--- src/rtl/axi_read_arbiter_pkg.sv ---
// Shared definitions for the CPU read-path AXI arbiter and the read adapter:
// AXI constant fields, requester IDs, FSM encodings and the kseg address map.
package axi_read_arbiter_pkg;

   localparam int ADDR_W = 32;

   localparam logic [3:0] ID_INST = 4'd0;
   localparam logic [3:0] ID_DATA = 4'd1;

   localparam logic [3:0] AR_LEN   = 4'd0;
   localparam logic [2:0] AR_SIZE  = 3'b010;
   localparam logic [1:0] AR_BURST = 2'b00;
   localparam logic [1:0] AR_LOCK  = 2'b00;
   localparam logic [3:0] AR_CACHE = 4'b0000;
   localparam logic [2:0] AR_PROT  = 3'b001;

   localparam logic [0:0] ST_IDLE  = 1'b0;
   localparam logic [0:0] ST_ISSUE = 1'b1;

   // kseg0/kseg1 (0x8000_0000..0xBFFF_FFFF) fold onto physical 0..0x1FFF_FFFF.
   function automatic logic [ADDR_W-1:0] kseg_map(input logic [ADDR_W-1:0] addr);
      if (addr[31:29] == 3'b100 || addr[31:29] == 3'b101)
         return {3'b000, addr[28:0]};
      return addr;
   endfunction

endpackage

--- src/rtl/axi_id_tracker.sv ---
// Per-ID bookkeeping: outstanding AR count, count of responses still to be
// discarded after a flush, and a small FIFO of the unmapped request addresses.
module axi_id_tracker
   import axi_read_arbiter_pkg::*;
#(
   parameter int MAX_OUTSTANDING = 2,
   parameter int CNT_W           = 2
) (
   input  logic              clk,
   input  logic              reset,
   input  logic              ar_done,
   input  logic [ADDR_W-1:0] ar_addr,
   input  logic              ar_pending,
   input  logic              r_beat,
   input  logic              flush,
   output logic              at_limit,
   output logic              suppress,
   output logic [ADDR_W-1:0] front_addr
);

   localparam int PTR_W = (MAX_OUTSTANDING > 1) ? $clog2(MAX_OUTSTANDING) : 1;
   localparam logic [PTR_W-1:0] PTR_LAST = PTR_W'(MAX_OUTSTANDING - 1);

   logic [CNT_W-1:0]  out_cnt;
   logic [CNT_W-1:0]  drop_cnt;
   logic [CNT_W-1:0]  cnt_next;
   logic [PTR_W-1:0]  wr_ptr;
   logic [PTR_W-1:0]  rd_ptr;
   logic [ADDR_W-1:0] fifo_mem [MAX_OUTSTANDING];

   function automatic logic [PTR_W-1:0] ptr_inc(input logic [PTR_W-1:0] p);
      return (p == PTR_LAST) ? '0 : p + PTR_W'(1);
   endfunction

   // A handshake and a beat in the same cycle cancel out.
   assign cnt_next   = out_cnt + CNT_W'(ar_done) - CNT_W'(r_beat);
   assign at_limit   = (out_cnt >= CNT_W'(MAX_OUTSTANDING));
   assign suppress   = flush || (drop_cnt != '0);
   assign front_addr = fifo_mem[rd_ptr];

   // Outstanding and drop counters; a flush re-arms drop_cnt to cover every
   // response still owed, including an AR that is issued but not yet accepted.
   always_ff @(posedge clk or posedge reset) begin
      if (reset) begin
         out_cnt  <= '0;
         drop_cnt <= '0;
      end else begin
         out_cnt <= cnt_next;
         if (flush)
            drop_cnt <= cnt_next + CNT_W'(ar_pending);
         else if (r_beat && drop_cnt != '0)
            drop_cnt <= drop_cnt - CNT_W'(1);
      end
   end

   // FIFO pointers: push on AR handshake, pop on every beat of this ID.
   always_ff @(posedge clk or posedge reset) begin
      if (reset) begin
         wr_ptr <= '0;
         rd_ptr <= '0;
      end else begin
         if (ar_done) wr_ptr <= ptr_inc(wr_ptr);
         if (r_beat)  rd_ptr <= ptr_inc(rd_ptr);
      end
   end

   // FIFO storage holds data only, so it needs no reset.
   always_ff @(posedge clk) begin
      if (ar_done) fifo_mem[wr_ptr] <= ar_addr;
   end

endmodule

--- src/rtl/axi_read_arbiter.sv ---
// Round-robin arbiter sharing one AXI3 AR/R channel pair between instruction
// fetch (ID 0) and data load (ID 1), with flush-aware inst response dropping.
module axi_read_arbiter
   import axi_read_arbiter_pkg::*;
#(
   parameter int MAX_OUTSTANDING = 2,
   parameter int CNT_W           = 2
) (
   input  logic        clk,
   input  logic        reset,
   output logic [3:0]  arid,
   output logic [31:0] araddr,
   output logic [3:0]  arlen,
   output logic [2:0]  arsize,
   output logic [1:0]  arburst,
   output logic [1:0]  arlock,
   output logic [3:0]  arcache,
   output logic [2:0]  arprot,
   output logic        arvalid,
   input  logic        arready,
   input  logic [3:0]  rid,
   input  logic [31:0] rdata,
   input  logic [1:0]  rresp,
   input  logic        rlast,
   input  logic        rvalid,
   output logic        rready,
   input  logic [31:0] inst_addr,
   input  logic        inst_addr_valid,
   output logic        inst_addr_ready,
   input  logic        inst_flush,
   output logic        inst_data_valid,
   output logic [31:0] inst_data,
   output logic [31:0] inst_data_address,
   input  logic [31:0] data_addr,
   input  logic        data_addr_valid,
   output logic        data_addr_ready,
   output logic        data_data_valid,
   output logic [31:0] data_data
);

   logic [0:0]  state;
   logic        last_grant;   // 0: inst granted last, 1: data granted last
   logic [31:0] ar_uaddr;
   logic        i_elig, d_elig, grant_i, grant_d;
   logic        ar_hs, i_ar_done, d_ar_done, i_ar_pending;
   logic        r_inst, r_data, i_deliver;
   logic        i_at_limit, i_suppress, d_at_limit, d_suppress;
   logic [31:0] i_front, d_front;
   logic        unused_bits;

   assign arlen   = AR_LEN;
   assign arsize  = AR_SIZE;
   assign arburst = AR_BURST;
   assign arlock  = AR_LOCK;
   assign arcache = AR_CACHE;
   assign arprot  = AR_PROT;
   assign rready  = 1'b1;

   // Single-beat bursts make rlast/rresp irrelevant; the data tracker never drops.
   assign unused_bits = ^{rresp, rlast, d_suppress, d_front};

   assign i_elig  = inst_addr_valid && !i_at_limit;
   assign d_elig  = data_addr_valid && !d_at_limit;
   assign grant_i = !reset && (state == ST_IDLE) && i_elig && (!d_elig || last_grant);
   assign grant_d = !reset && (state == ST_IDLE) && d_elig && (!i_elig || !last_grant);
   assign inst_addr_ready = grant_i;
   assign data_addr_ready = grant_d;

   assign ar_hs        = (state == ST_ISSUE) && arvalid && arready;
   assign i_ar_done    = ar_hs && (arid == ID_INST);
   assign d_ar_done    = ar_hs && (arid == ID_DATA);
   assign i_ar_pending = (state == ST_ISSUE) && (arid == ID_INST) && !arready;

   assign r_inst    = !reset && rvalid && (rid == ID_INST);
   assign r_data    = !reset && rvalid && (rid == ID_DATA);
   assign i_deliver = r_inst && !i_suppress;

   assign inst_data_valid   = i_deliver;
   assign inst_data         = i_deliver ? rdata : '0;
   assign inst_data_address = i_deliver ? i_front : '0;
   assign data_data_valid   = r_data;
   assign data_data         = r_data ? rdata : '0;

   // AR issue FSM: latch the granted request, hold it until arready.
   always_ff @(posedge clk or posedge reset) begin
      if (reset) begin
         state      <= ST_IDLE;
         arvalid    <= 1'b0;
         araddr     <= '0;
         arid       <= '0;
         last_grant <= 1'b0;
         ar_uaddr   <= '0;
      end else if (state == ST_IDLE) begin
         if (grant_i || grant_d) begin
            state      <= ST_ISSUE;
            arvalid    <= 1'b1;
            arid       <= grant_d ? ID_DATA : ID_INST;
            araddr     <= kseg_map(grant_d ? data_addr : inst_addr);
            ar_uaddr   <= grant_d ? data_addr : inst_addr;
            last_grant <= grant_d;
         end
      end else if (arready) begin
         state   <= ST_IDLE;
         arvalid <= 1'b0;
      end
   end

   axi_id_tracker #(
      .MAX_OUTSTANDING(MAX_OUTSTANDING),
      .CNT_W          (CNT_W)
   ) u_inst_tracker (
      .clk       (clk),
      .reset     (reset),
      .ar_done   (i_ar_done),
      .ar_addr   (ar_uaddr),
      .ar_pending(i_ar_pending),
      .r_beat    (r_inst),
      .flush     (inst_flush),
      .at_limit  (i_at_limit),
      .suppress  (i_suppress),
      .front_addr(i_front)
   );

   axi_id_tracker #(
      .MAX_OUTSTANDING(MAX_OUTSTANDING),
      .CNT_W          (CNT_W)
   ) u_data_tracker (
      .clk       (clk),
      .reset     (reset),
      .ar_done   (d_ar_done),
      .ar_addr   (ar_uaddr),
      .ar_pending(1'b0),
      .r_beat    (r_data),
      .flush     (1'b0),
      .at_limit  (d_at_limit),
      .suppress  (d_suppress),
      .front_addr(d_front)
   );

endmodule

--- config.mk ---
export PLATFORM = sky130hd
export DESIGN_NAME = axi_read_arbiter
export DESIGN_NICKNAME = d
export VERILOG_FILES = /design/src/rtl/axi_read_arbiter_pkg.sv /design/src/rtl/axi_id_tracker.sv /design/src/rtl/axi_read_arbiter.sv
export SDC_FILE = /design/constraint.sdc
export NUM_CORES = 1
export LEC_CHECK = 0
export ABC_CLOCK_PERIOD_IN_PS = 4050
export BUFFER_PORTS_ARGS = -buffer_cell sky130_fd_sc_hd__buf_2
export CAP_MARGIN = 0
export CORE_MARGIN = 1
export CORE_UTILIZATION = 36
export DETAILED_ROUTE_END_ITERATION = 8
export GPL_ROUTABILITY_DRIVEN = 0
export PLACE_DENSITY_LB_ADDON = 0.3
export SLEW_MARGIN = 20
export SYNTH_ARGS = -nofsm -noshare
export SYNTH_HDL_FRONTEND = slang
export SYNTH_SLANG_ARGS = --single-unit
--- constraint.sdc ---
create_clock -name clk -period 4.05 [get_ports clk]
set_clock_uncertainty 0.05 [all_clocks]
set_input_delay 0.405 -clock clk [delete_from_list [all_inputs] [get_ports clk]]
set_output_delay 0.405 -clock clk [all_outputs]
set_load 0.02 [all_outputs]
Word level (Yosys, flattened, before mapping) --
Memory sizes are Yosys's and may differ from the RTL's. Index checks and enable logic that the tools add are counted.
Word-level totals: output and inout bits 156, RAM bits 64, flip-flop bits (word level) 79, word-level logic and storage cells 88, memories 1
Memories:
- u_inst_tracker.fifo_mem | words 2, bits a word 32, read ports 1, clocked after Yosys merged registers in 0, write ports 1, RTL line axi_id_tracker.sv:29 | logic [ADDR_W-1:0] fifo_mem [MAX_OUTSTANDING];
Operators by class: $add $sub $neg 8, bitwise operators 1, equality and inequality tests 5, reductions and logical operators 38, order comparisons 2, mux-type cells 22
Operators by type and width (count):
- 32-bit 2-to-1 mux | 6
- 1-bit logical AND | 18
- 1-bit 2-to-1 mux | 14
- 4-bit by 1-bit == test with 1-bit output (second input constant) | 2
- 1-bit zero test | 8
- 4-bit zero test | 2
- 2-bit by 1-bit adder with 2-bit output | 3
- 3-bit == test (second input constant) | 2
- 2-bit nonzero test | 3
- 1-bit logical OR | 5
- 2-bit greater-or-equal comparator (second input constant) | 2
- 2-bit 2-to-1 mux | 2
- 2-bit AND reduction | 2
- 2-bit by 1-bit subtractor with 2-bit output | 2
- 1-bit adder (second input constant) | 2
- 2-bit != test (second input constant) | 1
- 2-bit by 1-bit subtractor with 2-bit output (second input constant) | 1
- 1-bit inverter | 1

Logic depth before layout (Yosys ltp) --
word-level depth 13, depth in mapped cells 9, gate-level depth less buffers 9

Hierarchy --
From an unflattened synthesis, not the netlist that was laid out.
Second synthesis, totals: cells, all modules 604, area total of the unflattened synthesis 8199.1 um2
By module, submodules not included:
- axi_id_tracker | times used 2, area each 2663.8 um2, sequential area each 2072.0 um2, cells an instance 130
- axi_read_arbiter | times used 1, area each 2871.5 um2, sequential area each 925.9 um2, cells an instance 344

Worst setup path after synthesis --
No wires, ideal clock.
path kind register to register, start register arvalid, end memory u_inst_tracker.fifo_mem[0][0] (enable), clock period less this slack 3326 ps, path slack 724 ps, cell stages (with the launch flop) 3, required time 3539 ps, data arrival time 2815 ps, cells stage by stage dfrtp_1 nand3_1 nor3_1
On the way: cells in the longest elaborated chain, start to end 5
Ends and longest elaborated chain:
- start, declared | RTL line axi_read_arbiter.sv:19 | output logic arvalid,
- start signal, assigned | RTL line axi_read_arbiter.sv:88 | arvalid <= 1'b0;
- start signal, assigned | RTL line axi_read_arbiter.sv:96 | arvalid <= 1'b1;
- start signal, assigned | RTL line axi_read_arbiter.sv:104 | arvalid <= 1'b0;
- 1-bit logical AND (2 in a row) | RTL line axi_read_arbiter.sv:69 | assign ar_hs = (state == ST_ISSUE) && arvalid && arready;
- 1-bit logical AND | RTL line axi_read_arbiter.sv:70 | assign i_ar_done = ar_hs && (arid == ID_INST);
- 1-bit 2-to-1 mux | RTL line axi_id_tracker.sv:69 | if (ar_done) fifo_mem[wr_ptr] <= ar_addr;
- 1-bit 2-to-1 mux (implied by the code) | RTL line axi_id_tracker.sv:69
- end, declared | RTL line axi_id_tracker.sv:29
No other way between the ends.

Worst setup path after layout --
start input port rid[1], end output port inst_data[28]
On the way: cells in the longest elaborated chain, start to end 4
Ends and longest elaborated chain:
- start, declared | RTL line axi_read_arbiter.sv:21 | input logic [3:0] rid,
- 4-bit zero test | RTL line axi_read_arbiter.sv:74 | assign r_inst = !reset && rvalid && (rid == ID_INST);
- 1-bit logical AND | RTL line axi_read_arbiter.sv:74
- named net r_inst | RTL line axi_read_arbiter.sv:46 | logic r_inst, r_data, i_deliver;
- 1-bit logical AND | RTL line axi_read_arbiter.sv:76 | assign i_deliver = r_inst && !i_suppress;
- 32-bit 2-to-1 mux | RTL line axi_read_arbiter.sv:79 | assign inst_data = i_deliver ? rdata : '0;
- end, declared | RTL line axi_read_arbiter.sv:32 | output logic [31:0] inst_data,
The timed path passes the listed nets, and every way through them passes these cells.

==> flow_summary.toml <==
[layout]
fin_area_um2 = 6766
insertedDiodeCount = 0
finalNetCount = 779
area_growth_pct = 25.27
drive_above_1_share = 0.4117

[grt]
grt_pass1_vias = 3884
gr-usage-all-layers = 0.1676
antenna_found_initial = 0
grt_pass1_wl_mm = 20.18
grt_max_degree = 47
gr-total-overflow = 0

[run_status]
status = "finished, final reports clean"

[placement]
placed_cell_area_um2 = 6482
portBuffers = 240
dp_slack_ps = 1111
dp_hpwl_mm = 9.173

[synth]
ys_ff_latch = 110
ys_warn_count = 0
yosys-top-cells-area = "edfxtp_1, dfrtp_1, mux2i_1, and2_1, buf_4"
yosysSeqAreaShare = 0.5689
synth.largest_area_cell = "edfxtp_1"
avgSynthCellArea_um2 = 11.74
synth_flop_cell = "edfxtp_1"
yosysMostFrequentCell = "and2_1"
synthArstFlopShare = 0.4182
synth_edf_count = 64
synth_top_area_share = 0.3558
netlist_area_um2 = 5401
synth_cell_type_count = 37
ys_top_cells_by_count = "and2_1, edfxtp_1, buf_4"
netlist_instances = 460

[drt]
wl_per_cell_um = 14.94
via_per_inst = 4.656
postRouteWirelength_mm = 12.73
drtAntennaViolNets = 0
first_pass_iters = 6
drc_errors = 0
drtIter0Drc = 241
vias = 3967

[setup_path]
critPathMaxFanout = 33
worstSetupStartpointType = "input port"
worstPathRequired_ps = 3600
end_kind = "primary output"
crit_arrival_ps = 2460
path_class = "input port to primary output"

[timing]
tns_ps = 0
max_freq_mhz = 343.5
fin_crit_ps = 2911
finalCritPeriodShare = 0.7188
worst_slack_ps = 1139
hold_viol_final = 0
finalMaxSlewViolations = 0
worst_slew_pin_slew_ps = 1031
finalSetupViolations = 0
maxSlewHeadroom = 0.3129
rsz0062_at_grt = "no"

[pwr]
leakage_nw = 3.421
p_total_mw = 3.811
power_density_nw_per_um2 = 563.2
vdd_drop_max_mv = 0.3578

[min_path]
hp-class = "input port to asynchronous set/reset pin"

[clock_tree]
cts-resized-gates = 0
clockRootBuffer = "clkbuf_16"
cts_made_buffers = 9
htree_levels = 3
cts_tree = "yes"
clkSinkCount = 110
cts_setup_buffers = 0
clkTransAtPathRegs_ps = 70
ctsHoldBuffers = 0
clk_latency_ps = 360
clock_path_buffers = 2

[die]
die_h_um = 124.5
die_area_um2 = 15500
initial_core_util = 0.3702
ios = 266
die_width_um = 124.5
placementRows = 44
coreArea_um2 = 14590

[run]
drv_cap = 0
## worst paths after layout
path,startpoint,end,slack [ps],cells past startpoint
setup reg to reg,state,araddr[4],1750,5
setup / recovery,rid[1],inst_data[28],1140,8
hold reg to reg,ar_uaddr[31],u_inst_tracker.fifo_mem[0][31],420,0
min in group clk,inst_addr[12],araddr[12],210,3
hold / removal,reset,state,190,2
max in group asynchronous,reset,u_inst_tracker.rd_ptr,3190,2
## layer usage
layer  part of all wire  track usage  vias up
li1                   -            -     1912
met2               0.50       0.2801      137
met1               0.44       0.2076     1906
met4              0.013      0.04961        0
met5                  0            0        -
met3              0.057      0.05069       12
## per-stage QoR
step / hold slack (ps) / instances / utilization
finish: 192.3 / 852 / 0.4638
global route: 211.3 / 852 / 0.4638
CTS: 193.1 / 852 / 0.4637
detailed placement: 410.6 / 836 / 0.4443
global placement: 403.8 / 836 / 0.4443
floorplan: 391.9 / 480 / -
## logic make-up after synthesis
logic type,after synthesis,synth area share
AO/OA/AOI/OAI,41,0.06000
other,2,0.001390
multiplexers,45,0.08432
AND/OR/NAND/NOR,140,0.1406
adder cells (fa/ha/maj),6,0.01390
buffers and inverters,108,0.1179
XOR/XNOR,8,0.01297
flip-flops,110,0.5689
## layout by cell type (no fill, tap or decap), drive strengths merged
cell type	count
nand3b	3
edfxtp	64
clkinv	5
and2	65
inv	33
xor2	2
o21a	1
buf	248
nand2b	3
nand2	17
or4	1
nand3	3
nor2	40
a21oi	3
or2b	1
conb	22
mux2i	44
a31oi	2
xnor2	6
o311a	1
or3	1
clkbuf	10
ha	6
o21ai	13
dfrtp	46
nor3	3
a222oi	21
or4b	1
nor2b	2
mux2	1
## power by group
part           internal, mW  switching, mW
clock network         0.429          0.415
logic                 0.475          0.639
registers              1.56          0.295
## flip-flops by register name (all words and copies together) (netlist names)
name,flops
araddr,32
u_data_tracker.out_cnt,2
u_inst_tracker.wr_ptr,1
last_grant,1
arvalid,1
u_inst_tracker.rd_ptr,1
u_inst_tracker.fifo_mem,64
ar_uaddr,3
u_inst_tracker.drop_cnt,2
u_inst_tracker.out_cnt,2
state,1
## area by class of cell
class,count,area [µm²]
timing repair buffer,248,1261
clock buffer,10,229.0
inverter,32,121.4
tap,184,230.2
fill,1362,7823
sequential,110,3074
multi-input combinational,262,1797
clock inverter,6,53.80
## worst max-delay path: stages
cell and delay (ps):
buf_2 100, or3_4 410, nor3_4 190, nand3b_1 100, buf_4 260, inv_1 570, and2_1 240, buf_2 170
No activity file was read; power rests on OpenSTA's default activity.
